**config.mk**
```make
export PLATFORM = sky130hd
export DESIGN_NAME = multi_edge_pulse_gen_flat
export DESIGN_NICKNAME = d
export VERILOG_FILES = /design/src/rtl/multi_edge_pulse_gen_if.sv /design/src/rtl/multi_edge_pulse_gen.sv /design/src/flat_wrapper.sv
export SDC_FILE = /design/constraint.sdc
export NUM_CORES = 1
export LEC_CHECK = 0
export ABC_AREA = 1
export CORE_ASPECT_RATIO = 1.1
export CORE_MARGIN = 3
export CORE_UTILIZATION = 40
export CTS_BUF_LIST = sky130_fd_sc_hd__clkbuf_4 sky130_fd_sc_hd__clkbuf_8 sky130_fd_sc_hd__clkbuf_16
export CTS_CLUSTER_DIAMETER = 200
export DETAILED_ROUTE_END_ITERATION = 8
export MAX_ROUTING_LAYER = met4
export PLACE_DENSITY = 0.62
export SYNTH_ARGS = -nofsm -noshare
export SYNTH_HDL_FRONTEND = slang
export SYNTH_HIERARCHICAL = 1
export SYNTH_SLANG_ARGS = --single-unit
```
**constraint.sdc**
```tcl
create_clock -name CLK -period 2.4 [get_ports CLK]
set_clock_uncertainty 0.1 [all_clocks]
set_input_delay 0.48 -clock CLK [delete_from_list [all_inputs] [get_ports CLK]]
set_output_delay 0.48 -clock CLK [all_outputs]
set_load 0.01 [all_outputs]
```
**src/rtl/multi_edge_pulse_gen_if.sv**
```systemverilog
// Channel-facing bus of multi_edge_pulse_gen: level inputs, per-channel edge
// mode, overrun clear, and the pulse/overrun outputs.
interface multi_edge_pulse_gen_if #(
  parameter int NUM_CH = 4
);
  logic [NUM_CH-1:0]   LVL_SIG;
  logic [2*NUM_CH-1:0] EDGE_MODE;
  logic [NUM_CH-1:0]   CLR_OVR;
  logic [NUM_CH-1:0]   PULSE_SIG;
  logic [NUM_CH-1:0]   OVR;
  logic                ANY_PULSE;

  modport master (
    output LVL_SIG, EDGE_MODE, CLR_OVR,
    input  PULSE_SIG, OVR, ANY_PULSE
  );

  modport slave (
    input  LVL_SIG, EDGE_MODE, CLR_OVR,
    output PULSE_SIG, OVR, ANY_PULSE
  );
endinterface

```
**src/rtl/multi_edge_pulse_gen.sv**
```systemverilog
// Multi-channel edge-to-pulse generator. Each channel synchronises an async
// level, detects rise/fall/both edges and emits a PULSE_W-cycle pulse.
// Optional macro PULSE_GEN_RETRIG_EN: channels become retriggerable and the
// overrun flags are removed (OVR tied to 0). Default: non-retriggerable with
// sticky overrun flags.

module multi_edge_pulse_gen_ch #(
  parameter int SYNC_STAGES = 2,
  parameter int PULSE_W     = 1,
  parameter int CNT_W       = 8
) (
  input  logic       CLK,
  input  logic       RST,
  input  logic       lvl,
  input  logic [1:0] mode,
  input  logic       clr_ovr,
  output logic       pulse,
  output logic       ovr
);
  localparam logic [CNT_W-1:0] PW  = CNT_W'(PULSE_W);
  localparam logic [CNT_W-1:0] ONE = CNT_W'(1);

  logic [SYNC_STAGES-1:0] sync_pipe;
  logic                   h;
  logic                   s, rise, fall, edge_det;
  logic [CNT_W-1:0]       cnt, cnt_nxt;

  assign s        = sync_pipe[SYNC_STAGES-1];
  assign rise     = s & ~h;
  assign fall     = ~s & h;
  assign edge_det = (mode[0] & rise) | (mode[1] & fall);
  assign pulse    = (cnt != '0);

  // Synchroniser chain plus one history flop for edge detection.
  always_ff @(posedge CLK or negedge RST) begin
    if (!RST) begin
      sync_pipe <= '0;
      h         <= 1'b0;
    end else begin
      sync_pipe[0] <= lvl;
      for (int j = 1; j < SYNC_STAGES; j++) sync_pipe[j] <= sync_pipe[j-1];
      h <= s;
    end
  end

  // Pulse counter register.
  always_ff @(posedge CLK or negedge RST) begin
    if (!RST) cnt <= '0;
    else      cnt <= cnt_nxt;
  end

`ifdef PULSE_GEN_RETRIG_EN
  // Counter next state: any edge reloads, stretching the pulse past the latest edge.
  always_comb begin
    cnt_nxt = cnt;
    if (mode == 2'b00)   cnt_nxt = '0;
    else if (edge_det)   cnt_nxt = PW;
    else if (cnt != '0)  cnt_nxt = cnt - ONE;
  end

  logic unused_clr;
  assign unused_clr = clr_ovr;
  assign ovr        = 1'b0;
`else
  logic ovr_set, ovr_q;

  // Counter next state: an edge in the final pulse cycle (or idle) is accepted,
  // so back-to-back pulses merge; an earlier edge is dropped and flagged.
  always_comb begin
    cnt_nxt = cnt;
    ovr_set = 1'b0;
    if (mode == 2'b00) begin
      cnt_nxt = '0;
    end else if (edge_det && cnt <= ONE) begin
      cnt_nxt = PW;
    end else if (edge_det) begin
      cnt_nxt = cnt - ONE;
      ovr_set = 1'b1;
    end else if (cnt != '0) begin
      cnt_nxt = cnt - ONE;
    end
  end

  // Sticky overrun flag; a set in the same cycle as a clear wins.
  always_ff @(posedge CLK or negedge RST) begin
    if (!RST) ovr_q <= 1'b0;
    else      ovr_q <= ovr_set | (ovr_q & ~clr_ovr);
  end

  assign ovr = ovr_q;
`endif
endmodule

module multi_edge_pulse_gen #(
  parameter int NUM_CH      = 4,
  parameter int SYNC_STAGES = 2,
  parameter int PULSE_W     = 1,
  parameter int CNT_W       = 8
) (
  input  logic                  CLK,
  input  logic                  RST,
  multi_edge_pulse_gen_if.slave bus
);
  if ((2 ** CNT_W) <= PULSE_W) begin : g_bad_cnt_w
    $error("CNT_W too narrow for PULSE_W");
  end

  logic [NUM_CH-1:0] pulse_v, ovr_v;

  for (genvar i = 0; i < NUM_CH; i++) begin : g_ch
    multi_edge_pulse_gen_ch #(
      .SYNC_STAGES (SYNC_STAGES),
      .PULSE_W     (PULSE_W),
      .CNT_W       (CNT_W)
    ) u_ch (
      .CLK     (CLK),
      .RST     (RST),
      .lvl     (bus.LVL_SIG[i]),
      .mode    (bus.EDGE_MODE[2*i+1:2*i]),
      .clr_ovr (bus.CLR_OVR[i]),
      .pulse   (pulse_v[i]),
      .ovr     (ovr_v[i])
    );
  end

  assign bus.PULSE_SIG = pulse_v;
  assign bus.OVR       = ovr_v;
  assign bus.ANY_PULSE = |pulse_v;
endmodule

```
**src/flat_wrapper.sv**
```systemverilog
// flat-port wrapper written by rule: the top's interface ports become plain ports
module multi_edge_pulse_gen_flat 
#(
  parameter int NUM_CH      = 4,
  parameter int SYNC_STAGES = 2,
  parameter int PULSE_W     = 1,
  parameter int CNT_W       = 8
)
  (CLK, RST, bus_LVL_SIG, bus_EDGE_MODE, bus_CLR_OVR, bus_PULSE_SIG, bus_OVR, bus_ANY_PULSE);
  multi_edge_pulse_gen_if #(.NUM_CH(NUM_CH)) bus_i ();
  input  logic CLK;
  input  logic RST;
  input wire logic [$bits(bus_i.LVL_SIG)-1:0] bus_LVL_SIG;
  input wire logic [$bits(bus_i.EDGE_MODE)-1:0] bus_EDGE_MODE;
  input wire logic [$bits(bus_i.CLR_OVR)-1:0] bus_CLR_OVR;
  output wire logic [$bits(bus_i.PULSE_SIG)-1:0] bus_PULSE_SIG;
  output wire logic [$bits(bus_i.OVR)-1:0] bus_OVR;
  output wire logic [$bits(bus_i.ANY_PULSE)-1:0] bus_ANY_PULSE;
  assign bus_i.LVL_SIG = bus_LVL_SIG;
  assign bus_i.EDGE_MODE = bus_EDGE_MODE;
  assign bus_i.CLR_OVR = bus_CLR_OVR;
  assign bus_PULSE_SIG = bus_i.PULSE_SIG;
  assign bus_OVR = bus_i.OVR;
  assign bus_ANY_PULSE = bus_i.ANY_PULSE;
  multi_edge_pulse_gen #(.NUM_CH(NUM_CH), .SYNC_STAGES(SYNC_STAGES), .PULSE_W(PULSE_W), .CNT_W(CNT_W)) u_core (.CLK(CLK), .RST(RST), .bus(bus_i));
endmodule
```
# Yosys cells after proc, flatten, opt, wreduce, memory -nomap -nowiden
# Index checks and enable logic that the tools add are counted.
[totals]
output_inout_bits = 9
reg_bits = 48
elab_cells = 109
in_bits = 18
[classes]
n_reduce_logical = 17
bitwise_logic = 40
muxes = 28
addsub = 4
order_cmp = 4
[ops]
columns = ["op", "n"]
rows = [
  ["$mux W8", 16],
  ["$le A8 B1 Y1 const B", 4],
  ["$reduce_bool A8 Y1", 4],
  ["$sub A8 B1 Y8 const B", 4],
  ["$and A1 B1 Y1", 20],
  ["$reduce_bool A4 Y1", 4],
  ["$mux W1", 12],
  ["$not A1 Y1", 12],
  ["$logic_not A2 Y1", 4],
  ["$or A1 B1 Y1", 8],
  ["$logic_and A1 B1 Y1", 4],
  ["$reduce_or A4 Y1", 1],
]

# Logic depth before layout (Yosys ltp)
# Gate-level depths: netlist (run 1).
[depth]
ltp_word = 8
depth_mapped = 10

# By module
# Netlist (run 1), hierarchy kept.
[by_module_without_submodules]
columns = ["mod", "instances", "area_per_inst_um2", "seq_area_each_um2", "cells_per_inst"]
rows = [
  ["multi_edge_pulse_gen_ch", 4, 760.7, 300.3, 97],
  ["multi_edge_pulse_gen", 1, 11.3, 0.0, 3],
]

# Worst setup path before layout (run 1)
# OpenSTA, ideal clock, no wires.
[synth_path]
path_type = "reg2out"
startpoint = "register u_core.g_ch[3].u_ch.cnt[0]"
endpoint = "output port bus_ANY_PULSE"
required_ps = 1820
path_stages_with_launch = 8
slack_ps = 682
arrival_time_ps = 1138
cell_sequence = "dfrtp_1 inv_1 ha_1 nand2_2 nor2_4 inv_1 nor2_1 nand2_1"
[synth_via]
elab_chain_len = 2
[synth_lines]
columns = ["element", "line", "source"]
rows = [
  ["start, declared", "multi_edge_pulse_gen.sv:26", "logic [CNT_W-1:0] cnt, cnt_nxt;"],
  ["start signal, assigned", "multi_edge_pulse_gen.sv:49", "else cnt <= cnt_nxt;"],
  ["$reduce_bool A8 Y1", "multi_edge_pulse_gen.sv:32", "assign pulse = (cnt != '0);"],
  ["via bus_PULSE_SIG[3]", "flat_wrapper.sv:16", "output wire logic [$bits(bus_i.PULSE_SIG)-1:0] bus_PULSE_SIG;"],
  ["$reduce_or A4 Y1", "multi_edge_pulse_gen.sv:128", "assign bus.ANY_PULSE = |pulse_v;"],
  ["end, declared", "flat_wrapper.sv:18", "output wire logic [$bits(bus_i.ANY_PULSE)-1:0] bus_ANY_PULSE;"],
]
# The timed path passes the listed nets, and every way through them passes these cells.

# Worst setup path after layout (run 1)
[layout_path]
startpoint = "register u_core.g_ch[0].u_ch.cnt[1]"
endpoint = "output port bus_ANY_PULSE"
[layout_via]
elab_chain_len = 2
[layout_lines]
columns = ["element", "line"]
rows = [
  ["start, declared", "multi_edge_pulse_gen.sv:26"],
  ["start signal, assigned", "multi_edge_pulse_gen.sv:49"],
  ["$reduce_bool A8 Y1", "multi_edge_pulse_gen.sv:32"],
  ["$reduce_or A4 Y1", "multi_edge_pulse_gen.sv:128"],
]
# No other way between the ends.

==> flow_summary.json, run 1 <==
{
  "status": "complete, no violations",
  "insertedDiodeCount": 0,
  "cts_hold_buf": 0,
  "fin_crit_ns": 2.27,
  "cp_cell_sequence": "inv_1, ha_1, nand2_2, nor2_4, inv_1, nor2_2, nand2_1, dlygate4sd2_1",
  "dieArea_mm2": 0.00872,
  "synth_xor_area_frac": 0.0115,
  "routed_wl_mm": 5.68,
  "synthAdderAreaFrac": 0.0492,
  "worst_pin_slew_ns": 0.521,
  "synth_edf_count": 0,
  "synth_top_cell_by_area": "dfrtp_1",
  "cts_buffers": 5,
  "cts.clk_slew.worst_paths_ns": 0.09,
  "worstSkewPairLatency_ns": 0.31,
  "avgViaCountPerCell": 4.72,
  "power_frac_comb": 0.533,
  "start_util": 0.424,
  "clock_tree.root_cell": "clkbuf_8",
  "die_h_um": 97.6,
  "syn_to_final_growth_pct": 16.4,
  "postSynthCellCount": 391,
  "yosysUniqueCellTypes": 18,
  "synth_top_family_by_area": "simple AND/OR/NAND/NOR gates",
  "fin_crit_sh": 0.946,
  "p_clk_frac": 0.123,
  "antenna_found_initial": 0,
  "switching_share": 0.459,
  "synth.top_cell.area_share": 0.393,
  "grt_pass1_vias": 2298,
  "hp-class": "in2async",
  "slowest_delay_ns": 0.41,
  "dp_hpwl_mm": 4.28,
  "cp_common_cell": "inv_1",
  "critPathTopFamily": "buffers and inverters",
  "leakagePower_nw": 1.87,
  "synth-seq-area-share": 0.393,
  "grt_overflow": 0,
  "met2_usage": 0.238,
  "async_flop_share": 1.00,
  "maxCapViolCount": 0,
  "p_int_mw": 2.18,
  "arrival_ns": 1.69,
  "synth-seq-cells": 48,
  "io_buffers": 26,
  "clockBufferDepth": 2,
  "core_area_mm2": 0.00721,
  "grt_max_degree": 29,
  "synth_simple_gate_area_frac": 0.412,
  "vdd_drop_max_v": 0.000503,
  "slew_headroom": 0.653,
  "avgSynthCellArea_um2": 7.81,
  "num_vias": 2446,
  "seq_power_share": 0.344,
  "ios": 27,
  "worst_ep_required_time_ns": 1.82,
  "ant_nets": 0,
  "grt_util_met1": 0.181,
  "cts.sinks": 48,
  "critPathLaunchType": "flop",
  "critPathSlowestCell": "dfrtp_1",
  "fin_area_mm2": 0.00356,
  "grt_pass1_wl_mm": 9.97,
  "busiest_layer": "met2",
  "synthFlopType": "dfrtp_1",
  "mappedNetlistArea_mm2": 0.00305,
  "final_nets": 462,
  "htree_levels": 2,
  "num_rows": 32,
  "gp_routability_congestion": 0.810,
  "syn_nets": 421,
  "path_buf_inv": 3,
  "power_density_mw_per_mm2": 1140,
  "setup_viol": 0,
  "p_switching_mw": 1.85,
  "synth-compound-area-share": 0.0279,
  "ys_warn_count": 6,
  "criticalPathCategory": "reg2out",
  "wl_per_cell_um": 11.0,
  "synthMuxAreaShare": 0,
  "cp-end-kind": "output port",
  "utilization": 0.493,
  "slew_violations": 0,
  "synth_common_cells": "nand2_1, inv_1, dfrtp_1",
  "firstDrtPassIters": 4,
  "grt_util_met3": 0.0254,
  "critical_path_peak_fanout": 3,
  "drive_gt1_frac": 0.173,
  "synth_most_common_cell": "nand2_1",
  "cts_tree": "yes",
  "drcViolationCount": 0,
  "track_usage": 0.144,
  "die_w_um": 89.3,
  "synthTopCellsByArea": "dfrtp_1, nand2_1, inv_1, nand3_1, nand2_4",
  "fmax_mhz": 440,
  "placed_cell_area_mm2": 0.00341,
  "drt_iter0_drc": 81,
  "final_hold_viol_count": 0
}
metal layers:
metal  up-vias  share of wire
met2        27           0.50
met3         7          0.025
met4         0          0.012
li1       1288              -
met1      1124           0.46
met5         -              0
power groups by stage:
stage	combinational, mW	sequential (mW)	clock, mW
after floorplan	1.69	1.35	0
after global placement	2.06	1.39	0
after detailed placement	2.10	1.40	0
after CTS	2.10	1.39	0.525
after global routing	2.48	1.43	0.554
final	2.15	1.39	0.497
cell usage in the layout (no fill, tap or decap):
cell / n
inv_2: 5
inv_1: 63
clkinv_1: 4
buf_12: 1
buf_2: 1
nand4_1: 16
clkinv_4: 1
dfrtp_1: 48
ha_1: 12
buf_4: 11
nor2_1: 41
or2_0: 4
o21ai_1: 8
clkbuf_8: 5
nand2_2: 8
dlymetal6s2s_1: 1
o22ai_1: 4
nand3_1: 36
clkinvlp_4: 2
xor2_1: 4
nor2_2: 9
nand2_4: 16
dlygate4sd2_1: 4
nor2_4: 16
clkdlybuf4s50_1: 20
nand2_1: 89
a21oi_1: 4
cell type report:
type,instances,area (µm²)
Sequential cell,48,1200
Inverter,72,270
Fill cell,710,3650
Clock buffer,5,68.8
Timing Repair Buffer,38,355
Multi-Input combinational cell,267,1530
Clock inverter,3,23.8
Tap cell,85,106
cell families (layout without fill, tap and decap cells):
kind of cell | after synthesis | after routing
AO/OA/AOI/OAI | 16 | 16
buffers and inverters | 76 | 118
flip-flops | 48 | 48
AND/OR/NAND/NOR | 235 | 235
adder cells (fa/ha/maj) | 12 | 12
XOR/XNOR | 4 | 4
worst paths after layout:
kind | start | end | slack [ns] | cells after the start
max in group asynchronous | RST | u_core/g_ch[3].u_ch/cnt[1]$_DFFE_PN0P_ | 1.63 | 2
setup reg to reg | u_core/g_ch[3].u_ch/cnt[0]$_DFFE_PN0P_ | u_core/g_ch[3].u_ch/cnt[3]$_DFFE_PN0P_ | 0.85 | 10
min in group CLK | u_core/g_ch[0].u_ch/sync_pipe[0]$_DFF_PN0_ | u_core/g_ch[0].u_ch/sync_pipe[1]$_DFF_PN0_ | 0.26 | 0
setup / recovery | u_core/g_ch[0].u_ch/cnt[1]$_DFFE_PN0P_ | bus_ANY_PULSE | 0.13 | 8
hold / removal | RST | u_core/g_ch[1].u_ch/cnt[7]$_DFFE_PN0P_ | 0.04 | 1
hold reg to reg | u_core/g_ch[0].u_ch/sync_pipe[0]$_DFF_PN0_ | u_core/g_ch[0].u_ch/sync_pipe[1]$_DFF_PN0_ | 0.26 | 0
state kept, by name, summed over array words and instances, names as in the netlist:
| signal | count |
|---|---|
| u_core/g_ch.u_ch/sync_pipe | 8 |
| u_core/g_ch.u_ch/cnt | 32 |
| u_core/g_ch.u_ch/ovr | 4 |
| u_core/g_ch.u_ch/h | 4 |
timing repair:
item                                    4_1_cts  5_1_grt
pin swaps                                     0        4
buffers inserted                              0        7
gates resized for setup                       6        5
hold endpoints to repair                      0        0
endpoints found under the setup margin        3        2
per-stage QoR:
stage          setup TNS, ns  total power, mW  std cells  worst slack, ns  hold WS [ns]
2_1_floorplan              0             3.04        391            0.682        0.0844
3_3_place_gp               0             3.45        503            0.123         0.234
3_5_place_dp               0             3.50        503           0.0999         0.235
4_1_cts                    0             4.01        511          0.00149        0.0557
5_1_grt             -0.00320             4.46        518         -0.00320        0.0763
6_report                   0             4.04        518            0.129        0.0436
Power figures use the tool's default switching activity.
==> run 2: changes to the inputs <==
- CTS_CLUSTER_DIAMETER: 200 -> 60
==> results of run 2 <==
No change in the layout: final DEF, timing and power equal those of run 1.
